<file path="config.mk">
export PLATFORM = sky130hd
export DESIGN_NAME = rom_page_loader
export DESIGN_NICKNAME = d
export VERILOG_FILES = /design/src/rtl/rom_loader_pkg.sv /design/src/rtl/rom_page_map.sv /design/src/rtl/rom_page_loader.sv
export SDC_FILE = /design/constraint.sdc
export NUM_CORES = 1
export LEC_CHECK = 0
export CORE_MARGIN = 3
export CORE_UTILIZATION = 60
export DETAILED_ROUTE_END_ITERATION = 12
export DONT_BUFFER_PORTS = 1
export HOLD_SLACK_MARGIN = 0.12
export PLACE_DENSITY = 0.76
export SKIP_CTS_REPAIR_TIMING = 1
export SYNTH_ARGS = -nofsm -noshare
export SYNTH_HDL_FRONTEND = slang
export SYNTH_SLANG_ARGS = --single-unit
</file>
<file path="constraint.sdc">
create_clock -name clk_sys -period 3.8 [get_ports clk_sys]
set_input_delay 0.76 -clock clk_sys [delete_from_list [all_inputs] [get_ports clk_sys]]
set_output_delay 0.76 -clock clk_sys [all_outputs]
set_load 0.03 [all_outputs]
</file>
<file path="src/rtl/rom_loader_pkg.sv">
// Shared types and helpers for the expansion-ROM page loader.
package rom_loader_pkg;

    typedef enum logic [2:0] {
        StIdle,
        StParse,
        StLoad,
        StCombo2,
        StDrain
    } loader_state_e;

    localparam logic [7:0] ChZero = 8'h30;  // "0"
    localparam logic [7:0] ChNine = 8'h39;  // "9"
    localparam logic [7:0] ChA    = 8'h41;  // "A"
    localparam logic [7:0] ChF    = 8'h46;  // "F"
    localparam logic [7:0] ChZ    = 8'h5A;  // "Z"

    // Returns {valid, nibble}; only upper-case hex digits are accepted.
    function automatic logic [4:0] hex_decode(input logic [7:0] c);
        logic [4:0] r;
        r = 5'b0;
        if (c >= ChZero && c <= ChNine) begin
            r = {1'b1, c[3:0]};
        end else if (c >= ChA && c <= ChF) begin
            r = {1'b1, c[3:0] + 4'd9};
        end
        return r;
    endfunction

endpackage

</file>
<file path="src/rtl/rom_page_map.sv">
// Per-page "loaded" bitmap with set, synchronous clear and registered lookup.
module rom_page_map #(
    parameter int unsigned PAGE_BITS = 8
) (
    input  logic                 clk_sys,
    input  logic                 reset,
    input  logic                 set_en,
    input  logic [PAGE_BITS-1:0] set_page,
    input  logic                 clear,
    input  logic [PAGE_BITS-1:0] rd_page,
    output logic                 rd_hit
);

    logic [(2**PAGE_BITS)-1:0] map_q;

    // Map storage: clear beats set; reset deliberately leaves the map alone.
    always_ff @(posedge clk_sys) begin
        if (clear) begin
            map_q <= '0;
        end else if (set_en) begin
            map_q[set_page] <= 1'b1;
        end
    end

    // Registered lookup sees the pre-update map contents.
    always_ff @(posedge clk_sys) begin
        if (reset) begin
            rd_hit <= 1'b0;
        end else begin
            rd_hit <= map_q[rd_page];
        end
    end

endmodule

</file>
<file path="src/rtl/rom_page_loader.sv">
// Turns an ioctl expansion-ROM download into SDRAM boot writes, one page per 2**OFS_BITS bytes.
module rom_page_loader
    import rom_loader_pkg::*;
#(
    parameter int unsigned          PAGE_BITS = 8,
    parameter int unsigned          OFS_BITS  = 14,
    parameter logic [PAGE_BITS-1:0] MF2_PAGE  = '1,
    parameter logic [PAGE_BITS-1:0] DUMP_PAGE = PAGE_BITS'('hEE)
) (
    input  logic                          clk_sys,
    input  logic                          reset,
    input  logic                          ioctl_download,
    input  logic                          ioctl_wr,
    input  logic [24:0]                   ioctl_addr,
    input  logic [7:0]                    ioctl_dout,
    input  logic [7:0]                    ioctl_index,
    input  logic [15:0]                   ioctl_file_ext,
    input  logic                          clear_map,
    input  logic [PAGE_BITS-1:0]          map_addr,
    output logic                          map_hit,
    output logic                          boot_wr,
    output logic [PAGE_BITS+OFS_BITS:0]   boot_a,
    output logic [7:0]                    boot_dout,
    output logic                          busy,
    output logic                          err_ext,
    output logic                          err_ovf,
    output logic [PAGE_BITS:0]            pages_loaded
);

    loader_state_e state_q, state_d;

    logic                 dl_q, wr_q;
    logic [PAGE_BITS-1:0] base_q;
    logic                 combo_q;
    logic [PAGE_BITS-1:0] last_page_q;
    logic                 last_full_q;
    logic [PAGE_BITS:0]   cnt_q;

    logic dl_rise, dl_fall, wr_fall, complete;
    assign dl_rise  = ioctl_download & ~dl_q;
    assign dl_fall  = ~ioctl_download & dl_q;
    assign wr_fall  = wr_q & ~ioctl_wr;
    // last_full_q only rises for an accepted write to the final offset of a page.
    assign complete = wr_fall & last_full_q;

    // Page arithmetic keeps the carry so overflow is detected instead of wrapping.
    logic [31:0]          addr_ext;
    logic [PAGE_BITS-1:0] addr_page;
    logic                 addr_high;
    logic [PAGE_BITS:0]   page_sum;
    assign addr_ext  = {7'b0, ioctl_addr};
    assign addr_page = PAGE_BITS'(addr_ext >> OFS_BITS);
    assign addr_high = (addr_ext >> (OFS_BITS + PAGE_BITS)) != 32'd0;
    assign page_sum  = {1'b0, base_q} + {1'b0, addr_page};

    // Extension decode into base page, combo mode and malformed flag.
    logic [4:0]           hi_dec, lo_dec;
    logic [PAGE_BITS-1:0] parse_base;
    logic                 parse_combo, parse_bad;
    always_comb begin
        hi_dec      = hex_decode(ioctl_file_ext[15:8]);
        lo_dec      = hex_decode(ioctl_file_ext[7:0]);
        parse_base  = '0;
        parse_combo = 1'b0;
        parse_bad   = 1'b0;
        if (ioctl_file_ext == {ChZ, ChZ}) begin
            parse_base = '0;
        end else if (ioctl_file_ext == {ChZ, ChZero}) begin
            parse_combo = 1'b1;
        end else if (hi_dec[4] && lo_dec[4]) begin
            parse_base = PAGE_BITS'({hi_dec[3:0], lo_dec[3:0]});
        end else begin
            parse_bad  = 1'b1;
            parse_base = DUMP_PAGE;
        end
    end

    // State register.
    always_ff @(posedge clk_sys) begin
        if (reset) begin
            state_q <= StIdle;
        end else begin
            state_q <= state_d;
        end
    end

    // Next-state logic; a dropped download aborts from any active state.
    always_comb begin
        state_d = state_q;
        unique case (state_q)
            StIdle:   if (dl_rise && ioctl_index != 8'd0) state_d = StParse;
            StParse:  state_d = StLoad;
            StLoad:   if (complete && combo_q && last_page_q == '0) state_d = StCombo2;
            StCombo2: if (complete) state_d = StDrain;
            StDrain:  state_d = StDrain;
            default:  state_d = StIdle;
        endcase
        if (dl_fall && state_q != StIdle) begin
            state_d = StIdle;
        end
    end

    // Output decode: target page/offset and whether this byte is written or dropped.
    logic [PAGE_BITS-1:0] wr_page;
    logic [OFS_BITS-1:0]  wr_ofs;
    logic                 wr_ok, wr_bad;
    always_comb begin
        wr_page = page_sum[PAGE_BITS-1:0];
        wr_ofs  = ioctl_addr[OFS_BITS-1:0];
        wr_ok   = 1'b0;
        wr_bad  = 1'b0;
        unique case (state_q)
            StLoad: begin
                if (ioctl_wr) begin
                    if (page_sum[PAGE_BITS] || addr_high) wr_bad = 1'b1;
                    else wr_ok = 1'b1;
                end
            end
            StCombo2: begin
                wr_page = MF2_PAGE;
                wr_ok   = ioctl_wr;
            end
            StDrain:  wr_bad = ioctl_wr;
            default:  wr_ok = 1'b0;
        endcase
    end

    // Edge detectors for download and write strobe.
    always_ff @(posedge clk_sys) begin
        dl_q <= ioctl_download;
        wr_q <= ioctl_wr;
    end

    // Datapath: boot write stage, parse results, flags and page counter.
    always_ff @(posedge clk_sys) begin
        if (reset) begin
            boot_wr     <= 1'b0;
            boot_a      <= '0;
            boot_dout   <= 8'd0;
            base_q      <= '0;
            combo_q     <= 1'b0;
            last_page_q <= '0;
            last_full_q <= 1'b0;
            err_ext     <= 1'b0;
            err_ovf     <= 1'b0;
            cnt_q       <= '0;
        end else begin
            boot_wr <= wr_ok;
            if (wr_ok) begin
                boot_a    <= {1'b1, wr_page, wr_ofs};
                boot_dout <= ioctl_dout;
            end
            if (ioctl_wr) begin
                last_page_q <= wr_page;
                last_full_q <= wr_ok && (wr_ofs == '1);
            end
            if (state_q == StIdle && state_d == StParse) begin
                err_ext <= 1'b0;
                err_ovf <= 1'b0;
                cnt_q   <= '0;
            end
            if (state_q == StParse) begin
                base_q  <= parse_base;
                combo_q <= parse_combo;
                err_ext <= parse_bad;
            end
            if (wr_bad) begin
                err_ovf <= 1'b1;
            end
            if (complete && cnt_q != '1) begin
                cnt_q <= cnt_q + (PAGE_BITS+1)'(1);
            end
        end
    end

    assign busy         = (state_q != StIdle);
    assign pages_loaded = cnt_q;

    rom_page_map #(
        .PAGE_BITS(PAGE_BITS)
    ) u_map (
        .clk_sys  (clk_sys),
        .reset    (reset),
        .set_en   (complete && !err_ext),
        .set_page (last_page_q),
        .clear    (clear_map),
        .rd_page  (map_addr),
        .rd_hit   (map_hit)
    );

endmodule

</file>
==> flow_summary.json, run 1 <==
{
  "total_leakage_power_nw": 5.37,
  "netSwitchingFraction": 0.218,
  "crit_fanout": 41,
  "setup_ws_ps": 1120,
  "htree_num_levels": 2,
  "yosys.area.top_type": "dfxtp_1",
  "max_clock_freq_ghz": 0.373,
  "clkSinkCount": 323,
  "floorplan.die.width_um": 156,
  "power_frac_seq": 0.503,
  "path_clk_slew_ps": 60,
  "worstReg2RegEnd": "boot_a[21]",
  "relative_contribution_of_combinational_cells_to_total_power": 0.044,
  "synthesis.yosys.warnings": 0,
  "design.final.nets": 1525,
  "post_synth_instance_area_um2": 13500,
  "finalWorstPathRequiredPeriod_ps": 2680,
  "synth_sequential_area_ratio": 0.479,
  "max-slew-margin-rel": 0.207,
  "worstPathArrival_ps": 3090,
  "number_of_buffers_inserted_during_clock_tree_synthesis": 34,
  "timing.reg2reg.setup_slack_ps": 1120,
  "drt_iter0_drc": 938,
  "detail_route.wirelength_mm": 33.7,
  "detail_route.wl_per_cell_um": 19.5,
  "hold_class": "in2reg",
  "power.ir.vdd_worst_v": 0.000422,
  "synth-edff-count": 0,
  "critPathKind": "reg2reg",
  "crit_chain": "ha_1 -> fa_1 -> a21o_1 -> a21oi_2 -> o21ai_1 -> a31o_1 -> a311oi_4 -> buf_12 -> nor2_1 -> a311oi_1",
  "vias": 10700,
  "layout_worst_path_cycle_share": 0.705,
  "finalSetupViolations": 0,
  "net-switching-power_mw": 1.50,
  "clock_tree_from_tritoncts": "yes",
  "dpl_worst_slack_ps": 682,
  "number_of_placed_i_o_pins": 115,
  "grt_setup_unrepaired": "false",
  "timing.critical_path.from_type": "flip-flop",
  "detailed_place.area_um2": 13500,
  "synth.area.top_cells": "dfxtp_1 48%, a21oi_1 11%, nor2_1 10%",
  "buffer_ports.inserted": 0,
  "timing.final.hold_violations": 0,
  "finalPower_mw": 6.88,
  "initial_utilization": 0.614,
  "drcViolationCount": 0,
  "layout.filler_cells": 1789,
  "worstSetupStartpoint": "base_q[0]",
  "timing.rr.start": "base_q[0]",
  "fin_worst_skew_ps": 10.6,
  "layout.cells.non_filler": 1733,
  "critical_path_required_ps": 4220,
  "count_of_different_cell_masters_after_synthesis": 61,
  "global_route_wire_length_before_repair_mm": 54.3,
  "grt_antenna_before_repair": 0,
  "power-per-cell-area_nw_per_um2": 472,
  "remaining_global_route_overflow": 0,
  "finish.instance_area_um2": 14600,
  "maximum_number_of_pins_on_one_net_before_global_route_repair": 257,
  "syn-num-nets": 1583,
  "drv.max_cap_violation_count": 0,
  "std_cell_rows": 54,
  "p_int_mw": 5.38,
  "synthArstFlopShare": 0,
  "share_clk_of_total_power": 0.453,
  "outcome": "completed",
  "layout-drive-gt1-share": 0.0977,
  "ys.flop_type": "dfxtp_1",
  "slowest_delay_ps": 400,
  "die_y_um": 156,
  "yosys_register_bits": 323,
  "routability_congestion": 0.890,
  "cp_slowest_cell": "fa_1",
  "areaGrowthSynthToFinish_pct": 8.00,
  "critPathCapture": "boot_a[21]",
  "grt_util_all_layers": 0.275,
  "netlist.area_leader.share": 0.479,
  "diodes": 0,
  "fin_setup_tns_ps": 0,
  "detailedRoute.firstPassIterationCount": 5,
  "number_of_cells_in_the_design_after_placement": 1680,
  "worst-r2r-cell-count": 10,
  "die_outline_area_um2": 24300,
  "synth.avg_cell_area_um2": 9.03,
  "cts.root.buffer_cell": "clkbuf_16",
  "clk_path_buf_depth": 3,
  "antenna_left": 0,
  "timing.critical_path.to_type": "flip-flop",
  "core_um2": 22000,
  "post-dp-hpwl_mm": 21.1,
  "clk-insertion-delay-late_ps": 500,
  "routed_via_density": 6.20,
  "tightest_slew_ps": 1190,
  "number_of_global_route_vias_before_repair": 10400,
  "syn-instance-count": 1494,
  "slew_violations": 0
}
-- logic make-up after synthesis --
family / synth area share
AND/OR/NAND/NOR: 0.165
XOR/XNOR: 0.00779
adder cells (fa/ha/maj): 0.0182
flip-flops: 0.479
multiplexers: 0.121
buffers and inverters: 0.0417
AO/OA/AOI/OAI: 0.167
-- power groups by stage --
stage | Combinational [mW] | Clock (mW) | Sequential [mW]
finish | 0.302 | 3.12 | 3.46
global route | 0.333 | 3.31 | 3.46
CTS | 0.300 | 3.16 | 3.46
detailed placement | 0.298 | 0 | 3.53
global placement | 0.296 | 0 | 3.53
floorplan | 0.339 | 0 | 3.50
-- cell usage in the layout (no fill, tap or decap), types with 7 or more instances in the layout --
cell type and count:
a211oi_1 8, xnor2_1 9, o22ai_1 7, nor3_2 9, nor3_1 25, nor2b_1 9, a22oi_1 24, nand3_1 11
mux2i_1 66, nor2_1 362, clkbuf_16 37, a211oi_2 7, o21ai_0 20, inv_1 10, ha_1 18, buf_4 22
dfxtp_1 323, a21oi_1 292, nand2_1 32, nand2b_1 11, mux4_2 43
-- cells in the mapped netlist, drive strengths merged, types with 6 or more instances --
library cell,n
nand2,33
o22ai,7
nand3b,6
a211oi,15
a21oi,293
buf,38
a221oi,6
inv,10
and3,6
ha,18
nor2b,10
xnor2,9
mux4,43
mux2i,66
nor3,34
nand3,11
and2,12
a22oi,24
nor4,6
nor2,362
clkbuf,79
o21ai,21
nand2b,11
dfxtp,323
-- sequential cells by signal (all words and copies together), names as in the netlist --
name and flops:
boot_wr 1, state_q 3, err_ext 1, u_map.rd_hit 1, boot_a 23, dl_q 1
last_page_q 8, last_full_q 1, boot_dout 8, err_ovf 1, wr_q 1, pages_loaded 9
u_map.map_q 256, base_q 8, combo_q 1
-- stage by stage --
step	hold WS [ps]	util
after floorplan	431	-
after global placement	443	0.616
after detailed placement	448	0.616
after CTS	263	0.664
after global routing	260	0.664
final	282	0.664
-- metal layers --
| layer | global-route usage | routed length [µm] | vias to the layer above |
|---|---|---|---|
| li1 | - | - | 5091 |
| met1 | 0.366 | 14200 | 5108 |
| met2 | 0.444 | 15600 | 460 |
| met3 | 0.0646 | 3000 | 84 |
| met4 | 0.0917 | 961 | 0 |
| met5 | 0 | 0 | - |
-- worst max-delay path, delay by kind of cell (launching register included) --
family / cells / cell delay, ps
simple gates: 1 / 70
fa+ha+maj: 2 / 610
compound gates: 6 / 1300
flops: 1 / 320
buf+inv: 1 / 290
-- how the worst min path moves through the flow --
stage,start,to,slack [ps],cells past startpoint
2_1_floorplan,u_map.map_q[102],u_map.map_q[102],430,2
3_3_place_gp,u_map.map_q[237],u_map.map_q[237],440,2
3_5_place_dp,u_map.map_q[35],u_map.map_q[35],450,2
4_1_cts,ioctl_wr,wr_q,260,0
5_1_grt,ioctl_wr,wr_q,260,0
6_report,ioctl_download,dl_q,280,0
-- layout make-up --
cell class	count	area (µm²)	area share
tap	280	350	0.0240
clock buffer	48	1020	0.0698
timing repair buffer	23	185	0.0127
clock inverter	5	27.5	0.00189
multi-input combinational	1044	6490	0.445
inverter	10	37.5	0.00258
sequential	323	6470	0.444
(Power assumes the default switching activity.)
==> run 2: changes to the inputs <==
CORE_UTILIZATION = 57   (was 60)
PLACE_DENSITY = 0.75   (was 0.76)
clock period = 2.4 ns   (was 3.8 ns; I/O delays follow)
==> run 2 against run 1 <==
Effect of this change:
- clock skew increased by 5.1 ps
- fmax increased by 3.0%
- via count increased by 3.5%
- design area increased by 5.2%
- sequential power increased by 58%
- utilization increased by 0.53 points
- power increased by 66%
- setup slack got worse by 1300 ps
- combinational power increased by 110%
- the flow now finishes with violations (negative setup slack)
- critical path type unchanged
- die area increased by 5.1%
==> flow_summary.json, run 2 (synthesis results as in run 1) <==
{
  "fin_worst_skew_ps": 15.7,
  "max-slew-margin-rel": 0.207,
  "die_y_um": 160,
  "number_of_buffers_inserted_during_clock_tree_synthesis": 34,
  "setup_ws_ps": -200,
  "initial_utilization": 0.589,
  "timing.final.hold_violations": 0,
  "max_clock_freq_ghz": 0.385,
  "number_of_global_route_vias_before_repair": 10700,
  "crit_chain": "ha_4 -> fa_2 -> a21o_1 -> a21oi_2 -> o21ai_1 -> a31o_1 -> a311oi_4 -> buf_6 -> clkbuf_16 -> mux2i_1 -> nor2_1",
  "routability_congestion": 0.877,
  "finalSetupViolations": 33,
  "areaGrowthSynthToFinish_pct": 13.6,
  "hold_class": "in2reg",
  "top_register": "u_map.map_q",
  "largest_reg_flops": 256,
  "buffer_ports.inserted": 0,
  "worstPathArrival_ps": 2990,
  "drcViolationCount": 0,
  "clock_tree_from_tritoncts": "yes",
  "finalWorstPathRequiredPeriod_ps": 2600,
  "cts.root.buffer_cell": "clkbuf_16",
  "timing.critical_path.to_type": "flip-flop",
  "detail_route.wl_per_cell_um": 19.7,
  "post-dp-hpwl_mm": 21.9,
  "clkSinkCount": 323,
  "failing_checks": "negative setup slack",
  "power.ir.vdd_worst_v": 0.000735,
  "critical_path_buf_inv_count": 2,
  "drt_iter0_drc": 986,
  "grt_antenna_before_repair": 0,
  "remaining_global_route_overflow": 0,
  "routed_via_density": 6.08,
  "floorplan.die.width_um": 160,
  "drv.max_cap_violation_count": 0,
  "diodes": 0,
  "core_um2": 22900,
  "crit_fanout": 5,
  "layout.cells.non_filler": 1828,
  "dpl_worst_slack_ps": -241,
  "outcome": "finished with violations",
  "grt_util_all_layers": 0.263,
  "clk_path_buf_depth": 3,
  "slowest_delay_ps": 380,
  "critical_path_required_ps": 2790,
  "layout_commonest_cell": "nor2_1",
  "hold-worst-slack_ps": 40.0,
  "layout_worst_path_cycle_share": 1.08,
  "slew_violations": 0,
  "htree_num_levels": 2,
  "layout-drive-gt1-share": 0.127,
  "detailedRoute.firstPassIterationCount": 5,
  "critPathKind": "reg2reg",
  "detail_route.wirelength_mm": 36.1,
  "antenna_left": 0,
  "maximum_number_of_pins_on_one_net_before_global_route_repair": 257,
  "vias": 11100,
  "std_cell_rows": 55,
  "number_of_cells_in_the_design_after_placement": 1741,
  "cpLargestDelayFamily": "compound AO/OA/AOI/OAI gates",
  "design.final.nets": 1583,
  "power-per-cell-area_nw_per_um2": 744,
  "clk-insertion-delay-late_ps": 510,
  "cp_slowest_cell": "a311oi_4",
  "die_outline_area_um2": 25600,
  "path_clk_slew_ps": 60,
  "grt_setup_unrepaired": "true",
  "total_leakage_power_nw": 5.77,
  "number_of_placed_i_o_pins": 115,
  "timing.critical_path.from_type": "flip-flop",
  "tightest_slew_ps": 1180,
  "most-common-layout-cells": "362 x nor2_1, 320 x dfxtp_1, 292 x a21oi_1",
  "global_route_wire_length_before_repair_mm": 55.4
}
-- run 2: cell count changes in the layout (fill, tap and decap cells not counted), moves of 2 or more --
cell / previous run / this run
buf_12: 1 / 4
buf_6: 0 / 2
dfxtp_1: 323 / 320
dlygate4sd3_1: 0 / 16
clkbuf_16: 37 / 40
buf_16: 0 / 2
bufinv_16: 0 / 3
o21ai_1: 1 / 5
dfxtp_2: 0 / 3
o21ai_0: 20 / 16
buf_4: 22 / 54
-- run 2: final cells by class --
| class | instances | area (µm²) |
|---|---|---|
| Multi-Input combinational cell | 1044 | 6500 |
| Inverter | 10 | 37.5 |
| Fill cell | 1784 | 7590 |
| Timing Repair Buffer | 81 | 798 |
| Tap cell | 313 | 392 |
| Clock buffer | 48 | 1010 |
| Sequential cell | 323 | 6470 |
| Clock inverter | 9 | 123 |
-- run 2: worst paths after layout --
path | startpoint | end | slack (ps) | cells after the start
worst max register to register | base_q[0] | boot_a[1] | -200 | 11
worst min register to register | u_map.map_q[111] | u_map.map_q[111] | 460 | 2
worst min-delay path | reset | pages_loaded[1] | 40 | 1
worst max-delay path | base_q[0] | boot_a[1] | -200 | 11
-- run 2: through the flow --
step	area [µm²]	TNS [ps]	util	power [mW]
2_1_floorplan	13500	-2790	-	6.09
3_3_place_gp	13800	-3620	0.602	6.08
3_5_place_dp	13800	-5490	0.602	6.09
4_1_cts	14900	-1520	0.651	11.3
5_1_grt	15300	-8010	0.669	11.7
6_report	15300	-4340	0.669	11.4
-- run 2: where the power goes --
part / internal, mW / leakage, nW / total [mW] / switching [mW]
Clock: 3.24 / 0.555 / 5.30 / 2.06
Combinational: 0.256 / 2.61 / 0.635 / 0.379
Sequential: 5.40 / 2.61 / 5.47 / 0.0747
-- run 2: per-layer routing --
metal | vias to the layer above | track usage | routed length (µm)
li1 | 5217 | - | -
met1 | 5330 | 0.340 | 14700
met2 | 484 | 0.443 | 17300
met3 | 91 | 0.0578 | 3140
met4 | 0 | 0.0789 | 939
met5 | - | 0 | 0
